==> src/rtl/pc_flow_ctrl.sv <==
// PC flow controller: selects the next-PC source, gates PC writes on stalls,
// flushes the IF/ID slots left on the wrong path after a redirect, and keeps
// redirect/stall performance counters plus a sticky illegal-select flag.
module pc_flow_ctrl #(
  parameter int unsigned CNT_W = 32
) (
  input  logic             clk,
  input  logic             rst,
  input  logic [1:0]       pcsel_in,
  input  logic             valid_id,
  input  logic             stall_req,
  input  logic             cnt_clr,
  output logic             pc_we,
  output logic [1:0]       pc_mux,
  output logic             flush_id,
  output logic [CNT_W-1:0] redirect_cnt,
  output logic [CNT_W-1:0] stall_cnt,
  output logic             err_sel
);

  localparam logic [1:0] SelSeq   = 2'b00;
  localparam logic [1:0] SelJal   = 2'b01;
  localparam logic [1:0] SelBr    = 2'b10;
  localparam logic [1:0] SelReset = 2'b11;

  typedef enum logic [1:0] {
    StBoot,
    StRun,
    StHold,
    StFlush
  } state_t;

  state_t     state_q, state_d;
  logic [1:0] pend_q, pend_d;
  logic       redirect;
  logic       err_set;
  logic       redirect_inc;

  // An illegal select (11) is not a redirect; it falls through as sequential.
  assign redirect = valid_id && (pcsel_in == SelJal || pcsel_in == SelBr);

  // pcsel_in is only consumed in RUN, so only there can it flag an error.
  assign err_set = (state_q == StRun) && valid_id && (pcsel_in == SelReset);

  // Next-state and output decode.
  always_comb begin
    state_d  = state_q;
    pend_d   = pend_q;
    pc_we    = 1'b1;
    pc_mux   = SelSeq;
    flush_id = 1'b0;
    case (state_q)
      StBoot: begin
        pc_mux   = SelReset;
        flush_id = 1'b1;
        pc_we    = !stall_req;
        if (!stall_req) state_d = StRun;
      end
      StRun: begin
        if (!stall_req) begin
          if (redirect) begin
            pc_mux   = pcsel_in;
            flush_id = 1'b1;
            state_d  = StFlush;
          end
        end else begin
          pc_we = 1'b0;
          // Remember the redirect until the stall drops.
          if (redirect) begin
            pend_d  = pcsel_in;
            state_d = StHold;
          end
        end
      end
      StHold: begin
        if (stall_req) begin
          pc_we = 1'b0;
        end else begin
          pc_mux   = pend_q;
          flush_id = 1'b1;
          state_d  = StFlush;
        end
      end
      StFlush: begin
        // Second wrong-path slot from the 1-cycle instruction BRAM latency.
        flush_id = 1'b1;
        pc_we    = !stall_req;
        if (!stall_req) state_d = StRun;
      end
      default: begin
        state_d = StBoot;
      end
    endcase
    // Reset forces the reset-vector fetch regardless of state or stall.
    if (rst) begin
      pc_mux   = SelReset;
      flush_id = 1'b1;
      pc_we    = 1'b1;
    end
  end

  assign redirect_inc = pc_we && (pc_mux == SelJal || pc_mux == SelBr);

  // State and pending-select registers.
  always_ff @(posedge clk or posedge rst) begin
    if (rst) begin
      state_q <= StBoot;
      pend_q  <= SelSeq;
    end else begin
      state_q <= state_d;
      pend_q  <= pend_d;
    end
  end

  // Performance counters; clear wins over a same-cycle increment.
  always_ff @(posedge clk or posedge rst) begin
    if (rst) begin
      redirect_cnt <= '0;
      stall_cnt    <= '0;
    end else if (cnt_clr) begin
      redirect_cnt <= '0;
      stall_cnt    <= '0;
    end else begin
      if (redirect_inc) redirect_cnt <= redirect_cnt + CNT_W'(1);
      if (!pc_we)       stall_cnt    <= stall_cnt + CNT_W'(1);
    end
  end

  // Sticky illegal-select flag, cleared only by reset.
  always_ff @(posedge clk or posedge rst) begin
    if (rst) begin
      err_sel <= 1'b0;
    end else if (err_set) begin
      err_sel <= 1'b1;
    end
  end

endmodule

==> config.mk <==
export PLATFORM = sky130hd
export DESIGN_NAME = pc_flow_ctrl
export DESIGN_NICKNAME = d
export VERILOG_FILES = /design/src/rtl/pc_flow_ctrl.sv
export SDC_FILE = /design/constraint.sdc
export NUM_CORES = 1
export LEC_CHECK = 0
export CAP_MARGIN = 20
export CORE_UTILIZATION = 52
export DETAILED_ROUTE_END_ITERATION = 8
export GPL_ROUTABILITY_DRIVEN = 0
export PLACE_DENSITY = 0.91
export SYNTH_ARGS = -nofsm -noshare
export SYNTH_HDL_FRONTEND = slang
export SYNTH_SLANG_ARGS = --single-unit
export TNS_END_PERCENT = 30
==> constraint.sdc <==
create_clock -name clk -period 2.6 [get_ports clk]
set_input_delay 0.26 -clock clk [delete_from_list [all_inputs] [get_ports clk]]
set_output_delay 0.26 -clock clk [all_outputs]
set_load 0.02 [all_outputs]
==> results.txt, run 1 <==
----------------------------------------------------
[Detailed routing]
  Vias per Instance ... 5.92
  First-pass DRT Iterations ... 5
  Post-detailed-routing wire length ... 9.38 mm
  Antenna violation net count after detailed routing ... 0
  Detailed-route via count ... between 3000 and 4000
  Detail-routed net length per standard cell ... 15.8 um
  First DRT Iteration DRCs ... approximately 220
  DRC violations left ... 0

[Placement]
  Count of port buffers added during placement ... 75
  Cell count after placement ... 578
  Placement-stage worst setup slack ... -0.0487 ns
  Post-DP HPWL ... 6.39 mm

[Pwr]
  Post-layout power ... around 2.4 mW
  Power per standard cell area ... 489 nW/um^2
  Maximum vdd ir drop ... ~240 uV
  Leakage power total ... 1.87 nW

[Clock tree]
  TritonCTS clock tree ... done
  Clock-pin slew reported for the worst setup and hold paths after clock tree synthesis ... approximately 0.08 ns
  Clock sinks ... 69
  Maximum level of the CTS H-tree ... 3
  Maximum clock path buffer count ... 2
  Root buffer cell ... sky130_fd_sc_hd__clkbuf_8
  Source-to-sink clock delay at the later pin of the worst-skew pair ... ~0.36 ns
  Clock buffer count from CTS ... 9

[Cells and area]
  # fillers ... 565
  Commonest non-fill, non-tap cell in the layout ... sky130_fd_sc_hd__clkdlybuf4s50_1
  Antenna diode count ... 0
  NumNets Final ... 505
  Area overhead of the layout relative to synthesis ... 29.3%
  Layout cells sized above 1 ... 11.7%
  Non-filler cells, final ... 594
  Final core occ ... 69.1%
  Commonest non-fill, non-tap cells in the layout ... sky130_fd_sc_hd__clkdlybuf4s50_1, sky130_fd_sc_hd__dfrtp_1, sky130_fd_sc_hd__nor2_1, sky130_fd_sc_hd__a21oi_1, sky130_fd_sc_hd__nand2_1

[Job]
  Max cap viols ... 0

[Critical path]
  Slowest cell delay on critical path ... 0.44 ns
  Slowest cell on the critical path ... sky130_fd_sc_hd__a2111oi_2
  Largest fanout of any net on the critical path ... 38
  Bufs and invs on worst path ... 2
  Required time at the endpoint of the critical path ... 2.84 ns
  Critical path, cell by cell ... inv_1 -> ha_1 -> and3b_1 -> a2111oi_2 -> o211ai_1 -> buf_12 -> nor4_1 -> mux2_2
  Cell family contributing the most delay on the critical path ... compound AO/OA/AOI/OAI gates
  Startpoint type of the worst setup path ... register
  Kind of capture point of the worst setup path ... register
  Length in cells of the worst reg-to-reg path ... 8
  Startpoint-to-endpoint class of the critical path ... reg2reg
  Crit path arrival time ... 2.76 ns
  Cell count along the critical path ... 8

[Synthesis]
  FF+latch count, synth ... 69
  Post-synthesis instance area ... 3860 um^2
  Cell type with the highest aggregate area in the netlist ... sky130_fd_sc_hd__dfrtp_1
  Syn nets ... 427
  Average cell area after synthesis ... 9.37 um^2
  Synthesized instance count ... 412
  Fraction of synthesized cell area taken by the top area cell type ... between 40 and 50%
  Sequential fraction of the synthesis area ... 44.7%
  Post-synthesis cell type count ... 50
  FFs w/ async S/R, synth ... 100%
  Biggest area contributors in the synthesized netlist ... sky130_fd_sc_hd__dfrtp_1, sky130_fd_sc_hd__xnor2_1, sky130_fd_sc_hd__a21oi_1, sky130_fd_sc_hd__nor2_1, sky130_fd_sc_hd__or4_1
  Most used flip-flop cell after synthesis ... sky130_fd_sc_hd__dfrtp_1
  Number of enable-type register cells in the synthesized netlist ... 0
  Number of warning messages in the yosys log ... 0

[Floorplanning]
  Floorplan die area ... 7770 um^2
  Number of rows in the core area ... 31
  Initial Util ... a little over half
  Boundary pin count ... 76
  Die span in y ... 88.1 um
  Placeable core region ... 7210 um^2
  Die span in x ... 88.1 um

[STA]
  Relative slew slack ... 43.5%
  Pin slew with the least headroom to its limit ... 0.848 ns
  Clk_skew ... 0.0153 ns
  Fin worst setup slack ... a little over 0.08 ns
  Final setup viols ... 0
  Max Transition Viols Final ... 0
  Hold violation count in the final report ... 0
  Time the final worst path needs with I/O delays and setup ... between 2 and 3 ns
  Setup TNS Final ... 0 ns
  Period Utilization, post-route ... between 90% and 100%
  Highest achievable clock rate ... 397 MHz

[GRT]
  Wire length of the first global-routing pass ... 15.8 mm
  Congestion Overflow GR ... 0
  Number of antenna violations at the first check in global routing ... 0
  GRT Resource Usage Total ... 26.6%
  Pin count of the biggest net entering global routing ... between 60 and 70
  Vias in the first global route ... 3393

[Worst hold path]
  Class of the tightest hold or removal check ... in2async

[Outcome]
  Outcome ... finished clean

----------------------------------------------------
-- Yosys cell counts (all sizes together), types with 4 or more instances --
library cell / instances
or4: 19
nor4: 15
buf: 10
dfrtp: 69
clkbuf: 14
nand4: 16
mux2: 4
inv: 14
or2: 5
or3: 12
a21oi: 35
nor2: 41
and4: 5
nor2b: 5
nand3: 19
nor3: 6
nand2: 26
and3: 4
xnor2: 22
o31ai: 16
xor2: 9
ha: 8
o21ai: 17
-- where the power goes --
part | internal (mW) | leakage (nW) | switching, mW
Combinational | 0.161 | 0.830 | 0.218
Sequential | 1.11 | 0.948 | 0.0338
Clock | 0.473 | 0.0951 | 0.446
Total | 1.74 | 1.87 | 0.698
-- layout make-up --
class                   count  area (um^2)  area share, %
flip-flops and latches     69         1730           34.6
well taps                  99          124           2.48
clock buffers              10          138           2.76
multi-input cells         305         1980           39.7
clock inverters             6         70.1           1.40
repair buffers             91          896           18.0
inverters                  14         56.3           1.13
-- routing by layer --
metal / track usage [%] / vias up / part of all wire, %
li1: - / 1665 / -
met1: 33.5 / 1709 / 43
met2: 44.3 / 126 / 49
met3: 6.79 / 16 / 6.6
met4: 9.68 / 0 / 1.5
met5: 0 / - / 0
-- sequential cells by signal (all words and copies together) (netlist names) --
name          count
redirect_cnt     32
stall_cnt        32
pend_q            2
state_q           2
err_sel           1
-- kinds of logic (layout without fill, tap and decap cells) --
logic type,count (synthesis),after routing,share of synthesized area (%)
AOI/OAI and AO/OA,78,78,12.2
xor gates and xnor gates,31,31,7.04
adders and majority gates,8,8,2.59
buffers and inverters,38,121,4.15
DFF,69,69,44.7
muxes,4,4,1.17
and+or+nand+nor,184,184,28.1
-- per-stage QoR --
step	instance area (um^2)	hold slack, ns
final	4990	0.279
after global routing	4990	0.308
after CTS	4980	0.265
after detailed placement	4770	0.455
after global placement	4770	0.463
after floorplan	3860	0.410
-- timing repair --
item,4_1_cts,5_1_grt
setup endpoints to repair,0,3
hold buffers,0,0
hold endpoints to repair,0,0
buffers inserted,0,0
resized for setup,0,3
-- worst paths after layout --
kind	start	to	slack, ns
hold / removal	rst	state_q[1]$_DFFE_PP0P_	0.28
setup / recovery	state_q[0]$_DFFE_PP0P_	redirect_cnt[29]$_DFFE_PP0P_	0.08
setup reg to reg	state_q[0]$_DFFE_PP0P_	redirect_cnt[29]$_DFFE_PP0P_	0.08
min in group clk	cnt_clr	redirect_cnt[0]$_DFFE_PP0P_	0.41
max in group asynchronous	rst	redirect_cnt[3]$_DFFE_PP0P_	1.29
hold reg to reg	err_sel$_DFFE_PP0P_	err_sel$_DFFE_PP0P_	0.47
No activity file was read; power rests on OpenSTA's default activity.
==> run 2: changes to the inputs <==
GPL_TIMING_DRIVEN = 0   (was default)
==> run 2 against run 1 <==
Compared with the run above:
- count of clock-buffer cells in the layout rose by 3
- setup slack improved by 0.038 ns
- power rose by 1.5%
- clock power rose by 2%
==> results.txt, run 2 (synthesis results as in run 1) <==
----------------------------------------------------
[GRT]
  Number of antenna violations at the first check in global routing ... 0 (unchanged)
  Vias in the first global route ... 3411 (+0.53%)
  Pin count of the biggest net entering global routing ... 45 (-34%)
  Wire length of the first global-routing pass ... 16.1 mm (+2.3%)
  Congestion Overflow GR ... 0 (unchanged)
  GRT Resource Usage Total ... 27.3% (+0.71 points)

[STA]
  Unrepaired setup endpoints after global routing ... true
  Max Transition Viols Final ... 0 (unchanged)
  Period Utilization, post-route ... 95.4% (-1.5 points)
  Relative slew slack ... 48.5% (+5.0 points)
  Pin slew with the least headroom to its limit ... 0.766 ns (-0.0818 ns)
  Hold violation count in the final report ... 0 (unchanged)
  Setup TNS Final ... 0 ns (unchanged)
  Fin worst setup slack ... 0.120 ns (+0.0381 ns)
  Clk_skew ... 0.00523 ns (-0.0101 ns)
  Time the final worst path needs with I/O delays and setup ... 2.48 ns (-0.0381 ns)
  Highest achievable clock rate ... 403 MHz (+1.5%)
  Worst hold slack ... 0.467 ns (+0.188 ns)
  Final setup viols ... 0 (unchanged)

[Critical path]
  Crit path arrival time ... 2.75 ns (about the same)
  Reg2reg setup slack ... 0.12 ns (+0.04 ns)
  Startpoint type of the worst setup path ... register
  Required time at the endpoint of the critical path ... 2.87 ns (+0.03 ns)
  Kind of capture point of the worst setup path ... register
  Largest fanout of any net on the critical path ... 10 (-74%)
  Startpoint-to-endpoint class of the critical path ... reg2reg

[Pwr]
  Leakage power total ... 1.87 nW (about the same)
  Power per standard cell area ... 489 nW/um^2 (about the same)
  Maximum vdd ir drop ... 262 uV (+8.1%)

[Clock tree]
  Clock buffer count from CTS ... 9 (unchanged)
  Maximum clock path buffer count ... 2 (unchanged)
  Clock sinks ... 69 (unchanged)
  TritonCTS clock tree ... done
  Source-to-sink clock delay at the later pin of the worst-skew pair ... 0.34 ns (-0.02 ns)
  Root buffer cell ... sky130_fd_sc_hd__clkbuf_8
  Hold Buf Count CTS ... 0 (unchanged)
  Clock-pin slew reported for the worst setup and hold paths after clock tree synthesis ... 0.07 ns (about the same)
  Maximum level of the CTS H-tree ... 3 (unchanged)

[Cells and area]
  NumNets Final ... 519 (+2.8%)
  Commonest non-fill, non-tap cells in the layout ... sky130_fd_sc_hd__clkdlybuf4s50_1, sky130_fd_sc_hd__dfrtp_1, sky130_fd_sc_hd__nor2_1, sky130_fd_sc_hd__a21oi_1, sky130_fd_sc_hd__nand2_1
  Antenna diode count ... 0 (unchanged)
  Commonest non-fill, non-tap cell in the layout ... sky130_fd_sc_hd__clkdlybuf4s50_1
  Area overhead of the layout relative to synthesis ... 31.3%
  Final core occ ... 70.2% (+1.1 points)
  Layout cells sized above 1 ... 12.8% (+1.1 points)
  Registers with the most flip-flops ... redirect_cnt x32, stall_cnt x32

[Detailed routing]
  DRC violations left ... 0 (unchanged)
  Detail-routed net length per standard cell ... 16.4 um (+4.2%)
  Antenna violation net count after detailed routing ... 0 (unchanged)
  Vias per Instance ... 5.99 (+1.1%)
  Post-detailed-routing wire length ... 10.0 mm (+6.6%)
  Detailed-route via count ... 3640 (+3.5%)
  First-pass DRT Iterations ... 4 (-1)
  First DRT Iteration DRCs ... 285 (+27%)

[Floorplanning]
  Die span in y ... 88.1 um (unchanged)
  Die span in x ... 88.1 um (unchanged)
  Floorplan die area ... 7770 um^2 (unchanged)
  Initial Util ... 53.5% (unchanged)
  Boundary pin count ... 76 (unchanged)
  Number of rows in the core area ... 31 (unchanged)
  Placeable core region ... 7210 um^2 (unchanged)

[Placement]
  Placement-stage worst setup slack ... -0.490 ns (-0.441 ns)
  Count of port buffers added during placement ... 75 (unchanged)
  Post-DP HPWL ... 6.88 mm (+7.7%)

[Job]
  Max cap viols ... 0 (unchanged)

[Worst hold path]
  Class of the tightest hold or removal check ... reg2reg

[Outcome]
  Outcome ... finished clean

----------------------------------------------------
run 2: cell types whose count changed in the layout (fill, tap and decap cells not counted), sizes merged:
| cell | change |
|---|---|
| buf | +1 |
| clkbuf | +14 |
| clkdlybuf4s50 | +1 |
| clkinvlp | -1 |
| inv | -1 |
run 2: layer usage:
| layer | up-vias | GRT usage [%] | routed length, um |
|---|---|---|---|
| li1 | 1695 | - | - |
| met1 | 1780 | 33.8 | 4190 |
| met2 | 150 | 47.4 | 4960 |
| met3 | 15 | 4.81 | 719 |
| met4 | 0 | 10.6 | 128 |
| met5 | - | 0 | 0 |
run 2: where the power goes:
group	internal [mW]	total, mW	leakage (nW)	switching, mW
logic	0.163	0.396	0.819	0.233
clock network	0.521	0.935	0.106	0.414
registers	1.11	1.15	0.948	0.0389
total	1.79	2.48	1.87	0.686
run 2: critical path, cell delays in order (launching register included):
cell	delay, ns
sky130_fd_sc_hd__dfrtp_1	0.42
sky130_fd_sc_hd__inv_1	0.09
sky130_fd_sc_hd__ha_2	0.23
sky130_fd_sc_hd__and3b_1	0.22
sky130_fd_sc_hd__a2111oi_4	0.39
sky130_fd_sc_hd__o211ai_1	0.17
sky130_fd_sc_hd__buf_2	0.21
sky130_fd_sc_hd__buf_2	0.21
sky130_fd_sc_hd__or3_1	0.32
sky130_fd_sc_hd__a21oi_1	0.14
run 2: what timing repair did:
item | in CTS | in global routing
setup buffers | 3 | 1
pin swaps | 1 | 0
resized for setup | 7 | 10
endpoints found under the setup margin | 21 | 29
cloned | 1 | 0
run 2: area by class of cell:
cell class	instances	area, um^2
buffer	24	111
clock buffer	13	169
clock inverter	3	42.5
fill	539	2150
inverter	14	56.3
multi-input combinational	305	2030
sequential	69	1730
tap	99	124
timing repair buffer	80	806
timing repair inverter	1	5.00
run 2: path summary, 6_finish.rpt:
path,cells past startpoint,endpoint,from
max in group asynchronous,2,redirect_cnt[18]$_DFFE_PP0P_,rst
worst max register to register,9,redirect_cnt[2]$_DFFE_PP0P_,state_q[0]$_DFFE_PP0P_
worst min register to register,1,err_sel$_DFFE_PP0P_,err_sel$_DFFE_PP0P_
worst min-delay path,1,err_sel$_DFFE_PP0P_,err_sel$_DFFE_PP0P_
min in group asynchronous,3,stall_cnt[2]$_DFFE_PP0P_,rst
worst max-delay path,9,redirect_cnt[2]$_DFFE_PP0P_,state_q[0]$_DFFE_PP0P_
run 2: through the flow:
step           total power, mW  area, um^2  instances
2_1_floorplan             1.40        3860        412
3_3_place_gp              1.50        4740        586
3_5_place_dp              1.53        4760        587
6_report                  2.48        5070        608
4_1_cts                   2.47        5030        607
5_1_grt                   2.57        5070        608
==> run 3: changes to the inputs <==
MAX_ROUTING_LAYER = met4   (was default)
==> run 3 against run 2 <==
Compared with the run above:
- wire length grew 0.38%
- sequential share of layout area did not move
- first-iteration DRC count decreased by 12%
- non-clock buffer count did not move
- sequential power hardly changed
- via count rose by 0.60%
- global-route usage is 0.85 points higher
- setup slack is essentially flat
- core utilization is the same
- critical endpoint unchanged
- largest power group unchanged
- highest routed layer unchanged
==> results.txt, run 3 (synthesis results as in run 1) <==
----------------------------------------------------
[Outcome]
  Outcome ... finished clean

[Critical path]
  Startpoint-to-endpoint class of the critical path ... reg2reg
  Cell repeated most along the worst path ... sky130_fd_sc_hd__buf_2
  Required time at the endpoint of the critical path ... 2.87 ns (about the same)
  Slowest cell on the critical path ... sky130_fd_sc_hd__dfrtp_1
  Bufs and invs on worst path ... 3 (unchanged)
  Crit path arrival time ... 2.75 ns (about the same)
  Critical path, cell by cell ... inv_1 -> ha_2 -> and3b_1 -> a2111oi_4 -> o211ai_1 -> buf_2 -> buf_2 -> or3_1 -> a21oi_1
  Kind of capture point of the worst setup path ... register
  Startpoint type of the worst setup path ... register
  Slowest cell delay on critical path ... 0.42 ns (about the same)
  Largest fanout of any net on the critical path ... 10 (unchanged)
  Cell family contributing the most delay on the critical path ... compound AO/OA/AOI/OAI gates

[STA]
  Pin slew with the least headroom to its limit ... 0.768 ns (+0.00240 ns)
  Time the final worst path needs with I/O delays and setup ... 2.48 ns (+0.000308 ns)
  Period Utilization, post-route ... 95.4% (about the same)
  Highest achievable clock rate ... 403 MHz (about the same)
  Final setup viols ... 0 (unchanged)
  Hold violation count in the final report ... 0 (unchanged)
  Max Transition Viols Final ... 0 (unchanged)
  Clk_skew ... 0.00591 ns (+0.000677 ns)
  Unrepaired setup endpoints after global routing ... true
  Relative slew slack ... 48.3% (-0.16 points)

[GRT]
  GRT Resource Usage Total ... 28.1% (+0.85 points)
  Number of antenna violations at the first check in global routing ... 0 (unchanged)
  Pin count of the biggest net entering global routing ... 45 (unchanged)
  Congestion Overflow GR ... 0 (unchanged)
  Wire length of the first global-routing pass ... 16.1 mm (about the same)
  Vias in the first global route ... 3411 (unchanged)

[Cells and area]
  Area overhead of the layout relative to synthesis ... 31.3% (unchanged)
  NumNets Final ... 519 (unchanged)
  Registers with the most flip-flops ... redirect_cnt x32, stall_cnt x32
  Final Instance Area ... 5070 um^2 (unchanged)
  Non-filler cells, final ... 608 (unchanged)
  Antenna diode count ... 0 (unchanged)
  # fillers ... 539 (unchanged)
  Commonest non-fill, non-tap cells in the layout ... sky130_fd_sc_hd__clkdlybuf4s50_1, sky130_fd_sc_hd__dfrtp_1, sky130_fd_sc_hd__nor2_1, sky130_fd_sc_hd__a21oi_1, sky130_fd_sc_hd__nand2_1
  Commonest non-fill, non-tap cell in the layout ... sky130_fd_sc_hd__clkdlybuf4s50_1
  Final core occ ... 70.2% (unchanged)
  Layout cells sized above 1 ... 12.8% (unchanged)

[Floorplanning]
  Number of rows in the core area ... 31 (unchanged)
  Placeable core region ... 7210 um^2 (unchanged)
  Die span in x ... 88.1 um (unchanged)
  Die span in y ... 88.1 um (unchanged)
  Boundary pin count ... 76 (unchanged)
  Initial Util ... 53.5% (unchanged)
  Floorplan die area ... 7770 um^2 (unchanged)

[Detailed routing]
  DRC violations left ... 0 (unchanged)
  Vias per Instance ... 6.02 (+0.60%)
  Detailed-route via count ... 3662 (+0.60%)
  Detail-routed net length per standard cell ... 16.5 um (+0.38%)
  First-pass DRT Iterations ... 5 (+1)
  Antenna violation net count after detailed routing ... 0 (unchanged)
  First DRT Iteration DRCs ... 251 (-12%)
  Post-detailed-routing wire length ... 10.0 mm (+0.38%)

[Placement]
  Count of port buffers added during placement ... 75 (unchanged)
  Placed inst area ... 4760 um^2 (unchanged)
  Cell count after placement ... 587 (unchanged)
  Post-DP HPWL ... 6.88 mm (unchanged)

[Pwr]
  Maximum vdd ir drop ... 263 uV (+0.35%)
  Power per standard cell area ... 490 nW/um^2 (+0.17%)
  Leakage power total ... 1.87 nW (unchanged)
  Post-layout power ... 2.48 mW (+0.17%)

[Clock tree]
  Clock sinks ... 69 (unchanged)
  Maximum level of the CTS H-tree ... 3 (unchanged)
  Root buffer cell ... sky130_fd_sc_hd__clkbuf_8
  Clock buffer count from CTS ... 9 (unchanged)
  Source-to-sink clock delay at the later pin of the worst-skew pair ... 0.35 ns (about the same)
  Maximum clock path buffer count ... 2 (unchanged)
  TritonCTS clock tree ... done
  Clock-pin slew reported for the worst setup and hold paths after clock tree synthesis ... 0.07 ns (about the same)

[Worst hold path]
  Class of the tightest hold or removal check ... reg2reg

[Job]
  Max cap viols ... 0 (unchanged)

----------------------------------------------------
-- run 3: cell counts in the layout (fill, tap and decap cells not counted) --
No cell type changed its count.
-- run 3: final timing paths --
check	startpoint	to	slack, ns	cells past startpoint
max	state_q[0]$_DFFE_PP0P_	redirect_cnt[2]$_DFFE_PP0P_	0.12	9
min	err_sel$_DFFE_PP0P_	err_sel$_DFFE_PP0P_	0.47	1
max reg2reg	state_q[0]$_DFFE_PP0P_	redirect_cnt[2]$_DFFE_PP0P_	0.12	9
min reg2reg	err_sel$_DFFE_PP0P_	err_sel$_DFFE_PP0P_	0.47	1
max in group asynchronous	rst	pend_q[0]$_DFFE_PP0P_	1.63	2
min in group asynchronous	rst	stall_cnt[2]$_DFFE_PP0P_	0.59	3
-- run 3: report_power, final --
group / leakage (nW) / switching [mW] / internal, mW
Combinational: 0.819 / 0.232 / 0.163
Sequential: 0.948 / 0.0390 / 1.11
Clock: 0.106 / 0.418 / 0.521
-- run 3: repair_timing --
action,4_1_cts,5_1_grt
resized for setup,7,10
pin swaps,1,0
cloned,1,0
setup endpoints to repair,21,29
setup buffers,3,1
hold buffers,0,0
-- run 3: cell type report --
cell class	count	area [um^2]	share of cell area, %
timing repair inverter	1	5.00	0.0988
sequential	69	1730	34.1
multi-input combinational	305	2030	40.0
clock buffer	13	169	3.33
timing repair buffer	80	806	15.9
clock inverter	3	42.5	0.840
buffer	24	111	2.20
inverter	14	56.3	1.11
tap	99	124	2.45
-- run 3: worst register-to-register path, delay by kind of cell (launching register included) --
| kind | cells | cell delay (ns) |
|---|---|---|
| AO/OA/AOI/OAI | 3 | 0.70 |
| AND/OR/NAND/NOR | 2 | 0.54 |
| buffers and inverters | 3 | 0.51 |
| flip-flops | 1 | 0.42 |
| adder cells (fa/ha/maj) | 1 | 0.23 |
-- run 3: through the flow --
stage / worst slack [ns] / hold slack [ns] / TNS, ns
finish: 0.120 / 0.467 / 0
global route: -0.0186 / 0.493 / -0.0260
CTS: 0.0146 / 0.471 / 0
detailed placement: -0.490 / 0.454 / -9.58
global placement: -0.950 / 0.457 / -11.18
floorplan: 0.245 / 0.410 / 0
-- run 3: layer usage --
layer  up-vias  wire length [um]  global-route usage [%]
met3        17               713                    4.52
met5         -                 0                       -
met4         0               152                    10.6
met2       158              5000                    47.4
met1      1796              4170                    34.0
li1       1691                 -                       -
